--- src/rtl/dpll_pkg.sv ---
// rtl/dpll_pkg.sv - shared types, widths and helpers for the DPLL loop filter
package dpll_pkg;

  localparam int ERR_W   = 16;
  localparam int INTEG_W = 32;

  localparam logic [15:0] DAC_MID_DEFAULT = 16'h8000;

  typedef enum logic [2:0] {
    IDLE,
    MUL,
    SUM,
    CLAMP,
    SEND
  } lf_state_t;

  // Overflow shows up as disagreement between the two top bits of the 33-bit sum.
  function automatic logic signed [INTEG_W-1:0] sat32(input logic signed [INTEG_W:0] v);
    if (v[INTEG_W] != v[INTEG_W-1]) begin
      return v[INTEG_W] ? {1'b1, {(INTEG_W-1){1'b0}}} : {1'b0, {(INTEG_W-1){1'b1}}};
    end
    return v[INTEG_W-1:0];
  endfunction

endpackage

--- src/rtl/dpll_lock_detect.sv ---
// rtl/dpll_lock_detect.sv - counts consecutive in-tolerance phase errors, flags lock
module dpll_lock_detect
  import dpll_pkg::*;
#(
  parameter int LOCK_TOL   = 1,
  parameter int LOCK_COUNT = 8
) (
  input  logic                    clk_200,
  input  logic                    reset,
  input  logic                    upd,
  input  logic signed [ERR_W-1:0] err,
  output logic                    locked
);

  localparam int CW = $clog2(LOCK_COUNT + 1);
  localparam logic [ERR_W:0] TOL     = LOCK_TOL[ERR_W:0];
  localparam logic [CW-1:0]  CNT_MAX = LOCK_COUNT[CW-1:0];

  logic [CW-1:0]         cnt_q, cnt_d;
  logic                  locked_q, locked_d;
  logic signed [ERR_W:0] err_ext;
  logic [ERR_W:0]        mag;

  // One extra bit so that |-32768| is representable.
  assign err_ext = {err[ERR_W-1], err};
  assign mag     = err_ext[ERR_W] ? -err_ext : err_ext;

  always_comb begin
    cnt_d = cnt_q;
    if (upd) begin
      if (mag <= TOL) begin
        if (cnt_q != CNT_MAX) cnt_d = cnt_q + CW'(1);
      end else begin
        cnt_d = '0;
      end
    end
    locked_d = (cnt_d == CNT_MAX);
  end

  always_ff @(posedge clk_200) begin
    if (reset) begin
      cnt_q    <= '0;
      locked_q <= 1'b0;
    end else begin
      cnt_q    <= cnt_d;
      locked_q <= locked_d;
    end
  end

  assign locked = locked_q;

endmodule

--- src/rtl/dpll_loop_filter.sv ---
// rtl/dpll_loop_filter.sv - PI loop filter with anti-windup driving an offset-binary DAC code
// Lock detection is built only when DPLL_LOOP_FILTER_LOCK_DET_EN is defined.
module dpll_loop_filter
  import dpll_pkg::*;
#(
  parameter logic signed [ERR_W-1:0] KP         = 16'sd256,
  parameter logic signed [ERR_W-1:0] KI         = 16'sd16,
  parameter int                      FRAC_BITS  = 8,
  parameter logic [15:0]             DAC_MID    = DAC_MID_DEFAULT,
  parameter int                      LOCK_TOL   = 1,
  parameter int                      LOCK_COUNT = 8
) (
  input  logic                clk_200,
  input  logic                reset,
  input  logic                err_valid,
  input  logic [ERR_W-1:0]    phase_err,
  input  logic                dac_ready,
  output logic [15:0]         dac_val,
  output logic                dac_valid,
  output logic                overrun,
  output logic                locked,
  output logic [INTEG_W-1:0]  integ_out
);

  lf_state_t                 state_q, state_d;
  logic signed [ERR_W-1:0]   err_q, err_d;
  logic signed [INTEG_W-1:0] p_q, p_d, i_q, i_d;
  logic signed [INTEG_W-1:0] integ_q, integ_d, integ_c_q, integ_c_d;
  logic signed [INTEG_W:0]   s_q, s_d;
  logic [15:0]               dac_val_q, dac_val_d;
  logic                      dac_valid_q, dac_valid_d;
  logic                      overrun_q, overrun_d;

  logic signed [INTEG_W-1:0] kp_ext, ki_ext, err_ext;
  logic signed [INTEG_W:0]   integ_sum;
  logic signed [INTEG_W+1:0] s_ext, s_shift, y;
  logic                      clamped;
  logic [15:0]               y_clamped;

  assign kp_ext  = {{(INTEG_W-ERR_W){KP[ERR_W-1]}}, KP};
  assign ki_ext  = {{(INTEG_W-ERR_W){KI[ERR_W-1]}}, KI};
  assign err_ext = {{(INTEG_W-ERR_W){err_q[ERR_W-1]}}, err_q};

  assign integ_sum = {integ_q[INTEG_W-1], integ_q} + {i_q[INTEG_W-1], i_q};
  assign s_ext     = {s_q[INTEG_W], s_q};
  assign s_shift   = s_ext >>> FRAC_BITS;
  assign y         = s_shift + $signed({18'd0, DAC_MID});
  assign clamped   = y[INTEG_W+1] | (|y[INTEG_W:16]);
  assign y_clamped = y[INTEG_W+1] ? 16'h0000 : ((|y[INTEG_W:16]) ? 16'hFFFF : y[15:0]);

  always_comb begin
    state_d     = state_q;
    err_d       = err_q;
    p_d         = p_q;
    i_d         = i_q;
    integ_d     = integ_q;
    integ_c_d   = integ_c_q;
    s_d         = s_q;
    dac_val_d   = dac_val_q;
    dac_valid_d = dac_valid_q;
    overrun_d   = overrun_q | (err_valid && (state_q != IDLE));
    case (state_q)
      IDLE: begin
        if (err_valid) begin
          err_d   = phase_err;
          state_d = MUL;
        end
      end
      MUL: begin
        p_d     = kp_ext * err_ext;
        i_d     = ki_ext * err_ext;
        state_d = SUM;
      end
      SUM: begin
        integ_c_d = sat32(integ_sum);
        s_d       = {integ_c_d[INTEG_W-1], integ_c_d} + {p_q[INTEG_W-1], p_q};
        state_d   = CLAMP;
      end
      CLAMP: begin
        dac_val_d = y_clamped;
        if (!clamped) integ_d = integ_c_q;
        state_d = SEND;
      end
      SEND: begin
        // dac_valid rises one cycle into SEND, so the code is already settled.
        if (dac_valid_q && dac_ready) begin
          dac_valid_d = 1'b0;
          state_d     = IDLE;
        end else begin
          dac_valid_d = 1'b1;
        end
      end
      default: state_d = IDLE;
    endcase
  end

  always_ff @(posedge clk_200) begin
    if (reset) begin
      state_q     <= IDLE;
      err_q       <= '0;
      p_q         <= '0;
      i_q         <= '0;
      integ_q     <= '0;
      integ_c_q   <= '0;
      s_q         <= '0;
      dac_val_q   <= DAC_MID;
      dac_valid_q <= 1'b0;
      overrun_q   <= 1'b0;
    end else begin
      state_q     <= state_d;
      err_q       <= err_d;
      p_q         <= p_d;
      i_q         <= i_d;
      integ_q     <= integ_d;
      integ_c_q   <= integ_c_d;
      s_q         <= s_d;
      dac_val_q   <= dac_val_d;
      dac_valid_q <= dac_valid_d;
      overrun_q   <= overrun_d;
    end
  end

`ifdef DPLL_LOOP_FILTER_LOCK_DET_EN
  dpll_lock_detect #(
    .LOCK_TOL   (LOCK_TOL),
    .LOCK_COUNT (LOCK_COUNT)
  ) u_lock_detect (
    .clk_200 (clk_200),
    .reset   (reset),
    .upd     (state_q == CLAMP),
    .err     (err_q),
    .locked  (locked)
  );
`else
  logic unused_lock_cfg;
  assign unused_lock_cfg = ^{LOCK_TOL, LOCK_COUNT};
  assign locked          = 1'b0;
`endif

  assign dac_val   = dac_val_q;
  assign dac_valid = dac_valid_q;
  assign overrun   = overrun_q;
  assign integ_out = integ_q;

endmodule

--- config.mk ---
export PLATFORM = sky130hd
export DESIGN_NAME = dpll_loop_filter
export DESIGN_NICKNAME = d
export VERILOG_FILES = /design/src/rtl/dpll_pkg.sv /design/src/rtl/dpll_lock_detect.sv /design/src/rtl/dpll_loop_filter.sv
export SDC_FILE = /design/constraint.sdc
export NUM_CORES = 1
export LEC_CHECK = 0
export CAP_MARGIN = 25
export CORE_ASPECT_RATIO = 1.25
export CORE_MARGIN = 5
export CORE_UTILIZATION = 60
export DETAILED_ROUTE_END_ITERATION = 8
export PLACE_DENSITY = 0.83
export SYNTH_ARGS = -nofsm -noshare
export SYNTH_HDL_FRONTEND = slang
export SYNTH_SLANG_ARGS = --single-unit
--- constraint.sdc ---
create_clock -name clk_200 -period 16.7 [get_ports clk_200]
set_clock_uncertainty 0.15 [all_clocks]
set_input_delay 3.34 -clock clk_200 [delete_from_list [all_inputs] [get_ports clk_200]]
set_output_delay 3.34 -clock clk_200 [all_outputs]
set_load 0.02 [all_outputs]
==> Word level (Yosys, flattened, before mapping) <==
Cells that the tools add are included.
{ "totals": {"ff_bits": 166, "output_inout_bits": 51, "wordCells": 43} }
{ "op_classes": {"n_addsub": 3, "n_eq_ne": 7, "n_mux": 12, "bitwise": 3, "n_reduce_logical": 8} }
{ "ops": {"columns": ["cell", "n"], "rows": [
  ["2-to-1 mux 32 bit", 4],
  ["adder 32 x 20 -> 33 bit", 1],
  ["adder 32 x 24 -> 33 bit", 1],
  ["2-to-1 mux 16 bit", 2],
  ["adder 25 x 17 -> 26 bit (second input constant)", 1],
  ["OR reduction 17 bit", 1],
  ["case mux 3 bit (5 select lines)", 1],
  ["equality test 3 x 2 -> 1 bit (second input constant)", 2],
  ["2-to-1 mux 3 bit", 2],
  ["AND reduction 2 bit", 3],
  ["!= test 2 bit (second input constant)", 2],
  ["equality test 3 x 1 -> 1 bit (second input constant)", 1],
  ["equality test 3 bit (second input constant)", 1],
  ["logical NOT 3 bit", 1],
  ["2-to-1 mux 1 bit", 3],
  ["nonzero test 3 bit", 1],
  ["logical AND 1 bit", 2],
  ["bitwise OR 1 bit", 2],
  ["!= test 1 bit", 1],
  ["NOT 1 bit", 1]
]} }

==> Depth between registers and ports, before layout <==
{ "logic_depth": {"word_depth": 7, "depth_mapped": 26, "ltp_nobuf": 24} }

==> Worst setup path after synthesis <==
Ideal clock, no wire load.
{ "synth_path": {"kind": "register to register", "start": "reg integ_q[5] (netlist: integ_out[5])", "end": "reg s_q[28]", "setup_ns": 0.117, "t_arrival_ns": 5.298, "required_time_ns": 16.433, "setup_slack_ns": 11.135, "stages_incl_launch_ff": 27, "n_path_buf": 3, "cell_sequence": "dfxtp_1 -> ha_1 -> a211oi_1 -> o21ai_2 -> o211ai_2 -> a21oi_1 -> a21oi_1 -> o21ai_1 -> mux2i_1 -> or2_2 -> ha_1 -> clkbuf_8 -> o21ai_0 -> buf_2 -> buf_2 -> nand2_1 -> ha_1 -> inv_1 -> fa_1 -> nand2b_1 -> a21oi_1 -> o41ai_1 -> o21a_1 -> o21ai_0 -> a21o_1 -> a211o_1 -> a32o_1"} }
{ "synth_via": {"elab_chain_len": 7, "elab_cells_between_ends": 9, "cone_classes": "2 x add/sub; 1 x eq/ne; 6 x mux"} }
{ "synth_lines": {"columns": ["element", "line_no", "rtl"], "rows": [
  ["start, declared", "dpll_loop_filter.sv:28", "logic signed [INTEG_W-1:0] integ_q, integ_d, integ_c_q, integ_c_d;"],
  ["start signal, assigned", "dpll_loop_filter.sv:114", "integ_q <= integ_d;"],
  ["adder 32 x 20 -> 33 bit *", "dpll_loop_filter.sv:44", "assign integ_sum = {integ_q[INTEG_W-1], integ_q} + {i_q[INTEG_W-1], i_q};"],
  ["!= test 1 bit", "dpll_pkg.sv:19", "if (v[INTEG_W] != v[INTEG_W-1]) begin"],
  ["2-to-1 mux 1 bit", "dpll_pkg.sv:19", null],
  ["2-to-1 mux 1 bit", "dpll_loop_filter.sv:62", "case (state_q)"],
  ["2-to-1 mux 32 bit *", "dpll_pkg.sv:22", "return v[INTEG_W-1:0];"],
  ["2-to-1 mux 32 bit *", "dpll_loop_filter.sv:62", null],
  ["adder 32 x 24 -> 33 bit *", "dpll_loop_filter.sv:76", "s_d = {integ_c_d[INTEG_W-1], integ_c_d} + {p_q[INTEG_W-1], p_q};"],
  ["end signal, assigned", "dpll_loop_filter.sv:105", "s_q <= '0;"],
  ["end signal, assigned", "dpll_loop_filter.sv:116", "s_q <= s_d;"],
  ["end, declared", "dpll_loop_filter.sv:29", "logic signed [INTEG_W:0] s_q, s_d;"]
]} }
Mark *: on every way between the ends. The rest lies on a longest branch, timed or not. The select of a mux whose other input is x is not followed.
A chain may end at the register's enable or synchronous reset.

==> Worst setup path in the final report <==
{ "layout_path": {"start": "reg integ_q[6] (netlist: integ_out[6])", "end": "reg s_q[28]"} }
Same word-level chain as after synthesis.

==> report_table.html <==
<table>
<tr><th>Metric</th><th>Value</th></tr>
<tr><th colspan="2">Die</th></tr>
<tr><td>Total Die Area</td><td>15600 µm²</td></tr>
<tr><td>Area of the placeable core</td><td>13100 µm²</td></tr>
<tr><td>Die H</td><td>139 µm</td></tr>
<tr><td>Starting utilization of the core area</td><td>0.605</td></tr>
<tr><td>Boundary pin count</td><td>71</td></tr>
<tr><td>Row Count</td><td>47</td></tr>
<tr><td>Horizontal die dimension</td><td>113 µm</td></tr>
<tr><th colspan="2">Placed design</th></tr>
<tr><td>Count of buffers from port buffering</td><td>69</td></tr>
<tr><td>Dpl ws</td><td>9.91 ns</td></tr>
<tr><td>Placer's final routability congestion estimate</td><td>0.949</td></tr>
<tr><td>Sum of net half-perimeters after detailed placement</td><td>14800 µm</td></tr>
<tr><th colspan="2">Drt</th></tr>
<tr><td>Via density per instance</td><td>5.97</td></tr>
<tr><td>Antenna-violating nets left</td><td>0</td></tr>
<tr><td>Final wirelength</td><td>21100 µm</td></tr>
<tr><td>First-pass DRT Iterations</td><td>5</td></tr>
<tr><td>Detailed Route Iter0 Violations</td><td>427</td></tr>
<tr><td>Final routed DRC violation total</td><td>0</td></tr>
<tr><td>Total via count in the routed design</td><td>7486</td></tr>
<tr><td>Routed wire per std cell</td><td>16.8 µm</td></tr>
<tr><th colspan="2">Power</th></tr>
<tr><td>Leakage Power</td><td>0.00365 µW</td></tr>
<tr><td>Maximum ir drop on the vdd rail</td><td>0.0845 mV</td></tr>
<tr><td>Pwr per Cell Area</td><td>98.0 nW/µm²</td></tr>
<tr><td>Total power</td><td>905 µW</td></tr>
<tr><th colspan="2">Layout</th></tr>
<tr><td>Diode count</td><td>0</td></tr>
<tr><td>Fraction of layout instances using a drive strength above 1</td><td>0.0582</td></tr>
<tr><td>Total area of sequential cells</td><td>2840 µm²</td></tr>
<tr><td>Final layout net count</td><td>1147</td></tr>
<tr><td>Area occupied by multi-input gates</td><td>4730 µm²</td></tr>
<tr><td>Most common library cell in the layout ignoring fill and taps</td><td>nand2_1</td></tr>
<tr><td>Number of fill cells in the layout</td><td>1088</td></tr>
<tr><td>Relative area change from synthesis to final layout</td><td>16.6%</td></tr>
<tr><td>Top library cells by usage in the layout, fill and taps aside</td><td>nand2_1, a21oi_1, dfxtp_1</td></tr>
<tr><th colspan="2">Yosys</th></tr>
<tr><td>Average size of a mapped cell</td><td>7.73 µm²</td></tr>
<tr><td>Primary flip-flop cell chosen by synthesis mapping</td><td>dfxtp_1</td></tr>
<tr><td>Post-synth ARST share</td><td>0</td></tr>
<tr><td>Synth Cell Area</td><td>7930 µm²</td></tr>
<tr><td>Synthesized net count</td><td>1102</td></tr>
<tr><td>Number of synthesized flops with an enable pin</td><td>0</td></tr>
<tr><td>Main area contributors after synthesis</td><td>dfxtp_1, nand2_1, a21oi_1</td></tr>
<tr><td>Share of Yosys cell area claimed by the top area cell type</td><td>0.359</td></tr>
<tr><td>Cells after synthesis</td><td>1025</td></tr>
<tr><td>Sequential-to-total area share from yosys stat</td><td>0.359</td></tr>
<tr><td>Total of warnings raised by yosys</td><td>0</td></tr>
<tr><td>Post-synthesis cell type count</td><td>68</td></tr>
<tr><td>Flop and latch count out of synthesis</td><td>142</td></tr>
<tr><td>Biggest area consumer among synthesized cells</td><td>dfxtp_1</td></tr>
<tr><th colspan="2">Clock tree</th></tr>
<tr><td>Post-CTS resize count</td><td>0</td></tr>
<tr><td>H-tree level count</td><td>4</td></tr>
<tr><td>Number of buffers inserted by post-CTS setup repair</td><td>0</td></tr>
<tr><td>Clock latency on the worst-skew pair</td><td>0.43 ns</td></tr>
<tr><td>Maximum number of buffers from clock root to sink</td><td>2</td></tr>
<tr><td>Total clock buffers created by CTS</td><td>17</td></tr>
<tr><td>Clock transition at path regs</td><td>0.06 ns</td></tr>
<tr><td>Clock Sink Count</td><td>142</td></tr>
<tr><td>Root cell of the clock tree</td><td>clkbuf_16</td></tr>
<tr><td>CTS hold repair buffers</td><td>0</td></tr>
<tr><td>TritonCTS clock tree</td><td>yes</td></tr>
<tr><th colspan="2">Critical path</th></tr>
<tr><td>Maximum fanout count along the critical path</td><td>29</td></tr>
<tr><td>Kind of start point of the critical path</td><td>flop</td></tr>
<tr><td>Data arrival time at the worst-slack endpoint</td><td>7.10 ns</td></tr>
<tr><td>Critical path type</td><td>flop to flop</td></tr>
<tr><td>Data required time at the worst endpoint</td><td>16.87 ns</td></tr>
<tr><td>Nature of the critical path endpoint</td><td>flop</td></tr>
<tr><th colspan="2">Flow run</th></tr>
<tr><td>Count of maximum capacitance violations</td><td>0</td></tr>
<tr><th colspan="2">Global routing</th></tr>
<tr><td>Met1 track demand over resource</td><td>0.332</td></tr>
<tr><td>Busiest layer in global routing</td><td>met2</td></tr>
<tr><td>Pin count of the biggest net entering global routing</td><td>62</td></tr>
<tr><td>GRT Total Usage</td><td>0.270</td></tr>
<tr><td>Remaining Overflow, GRT</td><td>0</td></tr>
<tr><td>Met3 routing resource usage after global routing</td><td>0.0507</td></tr>
<tr><td>First-pass GRT wire length</td><td>34700 µm</td></tr>
<tr><td>Initial antenna violation count</td><td>0</td></tr>
<tr><td>Met2 track utilization from global routing</td><td>0.462</td></tr>
<tr><td>Via count of the first global-routing pass</td><td>7006</td></tr>
<tr><th colspan="2">Min path</th></tr>
<tr><td>Kind of path behind the tightest hold check</td><td>flop to flop</td></tr>
<tr><th colspan="2">Timing</th></tr>
<tr><td>Final setup violation count</td><td>0</td></tr>
<tr><td>Upper clock frequency limit</td><td>144 MHz</td></tr>
<tr><td>Max-slew headroom</td><td>0.369</td></tr>
<tr><td>Part of the cycle the worst path needs</td><td>0.415</td></tr>
<tr><td>Worst Max-Slew Pin Slew</td><td>0.947 ns</td></tr>
<tr><td>Post-layout minimum cycle time</td><td>6.93 ns</td></tr>
<tr><td>Number of hold violations in the final report</td><td>0</td></tr>
<tr><td>Total Neg Setup Slack</td><td>0 ns</td></tr>
<tr><td>Fin worst setup slack</td><td>9.77 ns</td></tr>
<tr><td>RSZ-0062 raised after global routing</td><td>no</td></tr>
<tr><td>Max-slew violation count</td><td>0</td></tr>
<tr><th colspan="2">Outcome</th></tr>
<tr><td>Status</td><td>finished clean</td></tr>
</table>
[metal layers]
metal / share of wire / up-vias
li1: - / 3691
met1: 0.42 / 3514
met2: 0.50 / 242
met3: 0.056 / 39
met4: 0.024 / 0
met5: 0 / -
[kinds of logic (layout without fill, tap and decap cells)]
family | Yosys count | count (layout) | share of synthesized area
flops | 142 | 142 | 0.359
xor+xnor | 36 | 36 | 0.0398
simple gates | 384 | 384 | 0.208
compound gates | 327 | 327 | 0.249
buf+inv | 73 | 131 | 0.0458
mux | 5 | 5 | 0.00647
fa+ha+maj | 57 | 57 | 0.0919
other cells | 1 | 1 | 0.000473
[path summary, 6_finish.rpt]
check,start,to,slack [ns],cells past startpoint
max reg2reg,integ_out[6],s_q[28],9.77,22
min,s_q[22],s_q[22],0.30,2
max,integ_out[6],s_q[28],9.77,22
min reg2reg,s_q[22],s_q[22],0.30,2
[where the power goes]
group          switching, µW  total, µW  leakage (µW)  internal [µW]
Clock                    158        399      0.000300            241
Combinational           91.6        140       0.00220           48.2
Sequential              11.1        366       0.00115            355
[synth_stat cells, types with 3 or more instances]
| master | count |
|---|---|
| a211o_1 | 3 |
| a211oi_1 | 17 |
| a21boi_0 | 3 |
| a21o_1 | 18 |
| a21o_2 | 3 |
| a21oi_1 | 144 |
| a311oi_1 | 7 |
| a31oi_1 | 5 |
| and2_1 | 8 |
| and3_1 | 6 |
| and4_1 | 3 |
| buf_2 | 9 |
| buf_6 | 4 |
| clkbuf_1 | 34 |
| clkbuf_8 | 4 |
| dfxtp_1 | 142 |
| ha_1 | 55 |
| inv_1 | 20 |
| mux2i_1 | 4 |
| nand2_1 | 220 |
| nand2b_1 | 9 |
| nand3_1 | 11 |
| nand3b_1 | 3 |
| nand4_1 | 10 |
| nor2_1 | 78 |
| nor2b_1 | 3 |
| nor3_1 | 15 |
| nor3b_1 | 3 |
| nor4_1 | 3 |
| o211ai_1 | 3 |
| o21a_1 | 13 |
| o21ai_0 | 70 |
| o21ai_1 | 3 |
| o21bai_1 | 8 |
| o221ai_1 | 4 |
| o31ai_1 | 4 |
| or2_2 | 4 |
| xnor2_1 | 23 |
| xor2_1 | 13 |
[critical path: stages, from the launching register on]
cell,delay (ns)
dfxtp_1,0.33
ha_1,0.39
o211ai_2,0.10
o21ai_2,0.27
o211ai_2,0.17
a21oi_1,0.26
a21oi_1,0.16
o21ai_1,0.33
mux2i_1,0.14
or2_2,0.31
ha_1,0.65
o21ai_1,0.65
buf_4,0.33
a21boi_0,0.42
fa_1,0.27
nand2b_1,0.15
a21oi_1,0.11
o41ai_1,0.41
o21a_1,0.29
o21ai_0,0.16
a21o_1,0.20
a211o_1,0.29
a32o_1,0.26
[stage by stage]
stage | hold WS (ns) | cell area [µm²] | util | std cells
2_1_floorplan | 0.270 | 7930 | - | 1025
3_3_place_gp | 0.283 | 8620 | 0.658 | 1222
3_5_place_dp | 0.291 | 8620 | 0.658 | 1222
4_1_cts | 0.300 | 9240 | 0.705 | 1254
5_1_grt | 0.317 | 9240 | 0.705 | 1254
6_report | 0.298 | 9240 | 0.705 | 1254
[cell type report]
| class | count | area share |
|---|---|---|
| inverters | 20 | 0.00812 |
| flip-flops and latches | 142 | 0.308 |
| well taps | 171 | 0.0231 |
| multi-input cells | 810 | 0.512 |
| clock inverters | 14 | 0.0194 |
| repair buffers | 79 | 0.0826 |
| clock buffers | 18 | 0.0475 |
[flip-flops by register name (all words and copies together), names as in the netlist]
signal / count
dac_valid: 1
integ_c_q: 32
err_q: 16
i_q: 16
state_q: 3
overrun: 1
s_q: 25
dac_val: 16
integ_out: 32
Power figures use the tool's default switching activity.
==> patch: new RTL, same settings <==
Set the package constant `ERR_W` to 14 (it was 16).
--- a/src/rtl/dpll_pkg.sv
+++ b/src/rtl/dpll_pkg.sv
@@ -2,5 +2,5 @@
 package dpll_pkg;
 
-  localparam int ERR_W   = 16;
+  localparam int ERR_W   = 14;
   localparam int INTEG_W = 32;
 
Ports: changed (resized phase_err); port bits go from 71 to 69. The function was not compared with the original's and may differ.
==> patch against the original RTL <==
Sequential share of layout area is 1.3 points lower; area after synthesis is 1.9% higher; setup slack better by 0.36 ns; cell area is 1.3% higher; power is 3.9% lower; die area is 1.7% higher; clock power is 5.8% lower; sequential cell count is 4 lower; wire length is 0.96% lower; critical path type unchanged; highest routed layer unchanged.
==> patch: results (changes against the original RTL) <==
outcome=finished, final reports clean; clock tree cell share of total cell area=0.0624 (-0.00449); VDD IR max=0.0000712 V (-16%); Total Routing Usage GR=0.267 (-0.00235); Synth area leaders=dfxtp_1, nand2_1, ha_1; comb_multi_in=830 (+2.5%); buffering overhead=0.0823 (-0.000291); Final nets=1161 (+1.2%); first-pass GRT wire length=34600 um (about the same); Lkg Pwr=3.74 nW (+2.3%); Hold Path Sink=dac_val[11]; worst min-delay path startpoint=dac_val[11]; Seq/Total Area, Yosys=0.342 (-0.0165); r2r setup slk=10.13 ns (+0.36 ns); r2r startpoint=i_q[17]; Repair and plain buffers=78 (-1.3%); Hold WS=0.300 ns (+0.00179 ns); Least-Margin Pin Slew=1.08 ns (+0.138 ns); Synth async-reset ratio=0 (unchanged); clk_buf instances=18 (unchanged); Seq cells post-synth=138 (-2.8%); Synth top cells by count=nand2_1, dfxtp_1, a21oi_1; CP Data Required Time=16.84 ns (-0.03 ns); clk root buf=clkbuf_16; CP Max Fanout=34 (+17%); First-pass DRT Iterations=5 (unchanged); fill count=1073 (-1.4%); synth unique cells=80 (+18%); switching component of the power=253 uW (-2.8%); vias in the first global route=7310 (+4.3%); DPL Wire Length=14800 um (-0.29%); R2R depth=24 (+9.1%); post-DR wirelength/cell=16.4 um (-2.2%); HP Class=reg2reg; share of cells above drive strength 1=0.0919 (+0.0337); Final GP Congestion=0.948 (about the same); worst-case clock buffer depth=2 (unchanged); Port Buf Inserts=67 (-2.9%); Sequential cell area=0.00276 mm^2 (-2.8%); reg2reg end=s_q[28]; Resized Gates After CTS=0 (unchanged); largest net degree at the start of global routing=67 (+8.1%); syn nets=1117 (+1.4%); Synth warnings=0 (unchanged); fin. max-slew vios=0 (unchanged); worst-skew pair later-pin latency=0.43 ns (about the same); Non-Clock Inverter Count=21 (+5.0%); slowest CP cell=or2_1; Multi-input gate area=0.00496 mm^2 (+4.8%); worst setup path category=reg2reg; CTS Buf Count=17 (unchanged); Reg clk slew, reported paths=0.06 ns (about the same); DRT iter0 DRCs=454 (+6.3%); antenna violations before repair=0 (unchanged); crit path from=i_q[17]; vias=7459 (-0.36%); CTS H-tree lvls=4 (unchanged); CP peak stage delay=0.74 ns (+0.09 ns)
[patch: cell types whose count changed after synthesis, sizes merged, moves of 6 or more]
cell	change
nor2	+18
a21oi	-9
nand3	+9
nand2	+8
a211oi	-6
or3	+6
[patch: routing by layer]
layer,track usage,vias up,share of wire
met2,0.468,206,0.50
met4,0.121,0,0.037
met3,0.0491,50,0.047
met5,0,-,0
li1,-,3735,-
met1,0.315,3468,0.41
[patch: cells by family after synthesis]
kind of cell	share of synthesized area
mux	0.00496
compound gates	0.249
xor+xnor	0.0390
other cells	0.000464
simple gates	0.229
flops	0.342
buf+inv	0.0446
fa+ha+maj	0.0902
[patch: power by group through the flow]
| stage | logic [mW] | clock network, mW | registers (mW) |
|---|---|---|---|
| global placement | 0.133 | 0 | 0.363 |
| global route | 0.153 | 0.396 | 0.358 |
| finish | 0.138 | 0.376 | 0.356 |
| detailed placement | 0.135 | 0 | 0.364 |
| floorplan | 0.102 | 0 | 0.362 |
| CTS | 0.137 | 0.380 | 0.356 |
[patch: critical path: cells and delay by family (launching register included)]
| kind | cells | cell delay [ns] |
|---|---|---|
| flops | 1 | 0.49 |
| simple gates | 5 | 1.58 |
| buf+inv | 2 | 0.48 |
| compound gates | 13 | 2.63 |
| fa+ha+maj | 3 | 0.90 |
| mux | 1 | 0.19 |
[patch: per-stage QoR]
step                      worst slack (ns)  cells  power (mW)  instance area, um^2
after floorplan                      10.77   1042       0.463                 8080
after global placement               10.05   1237       0.496                 8750
after detailed placement              9.81   1237       0.499                 8750
after CTS                             9.70   1269       0.873                 9340
after global routing                  9.70   1270       0.906                 9370
final                                10.13   1270       0.870                 9370
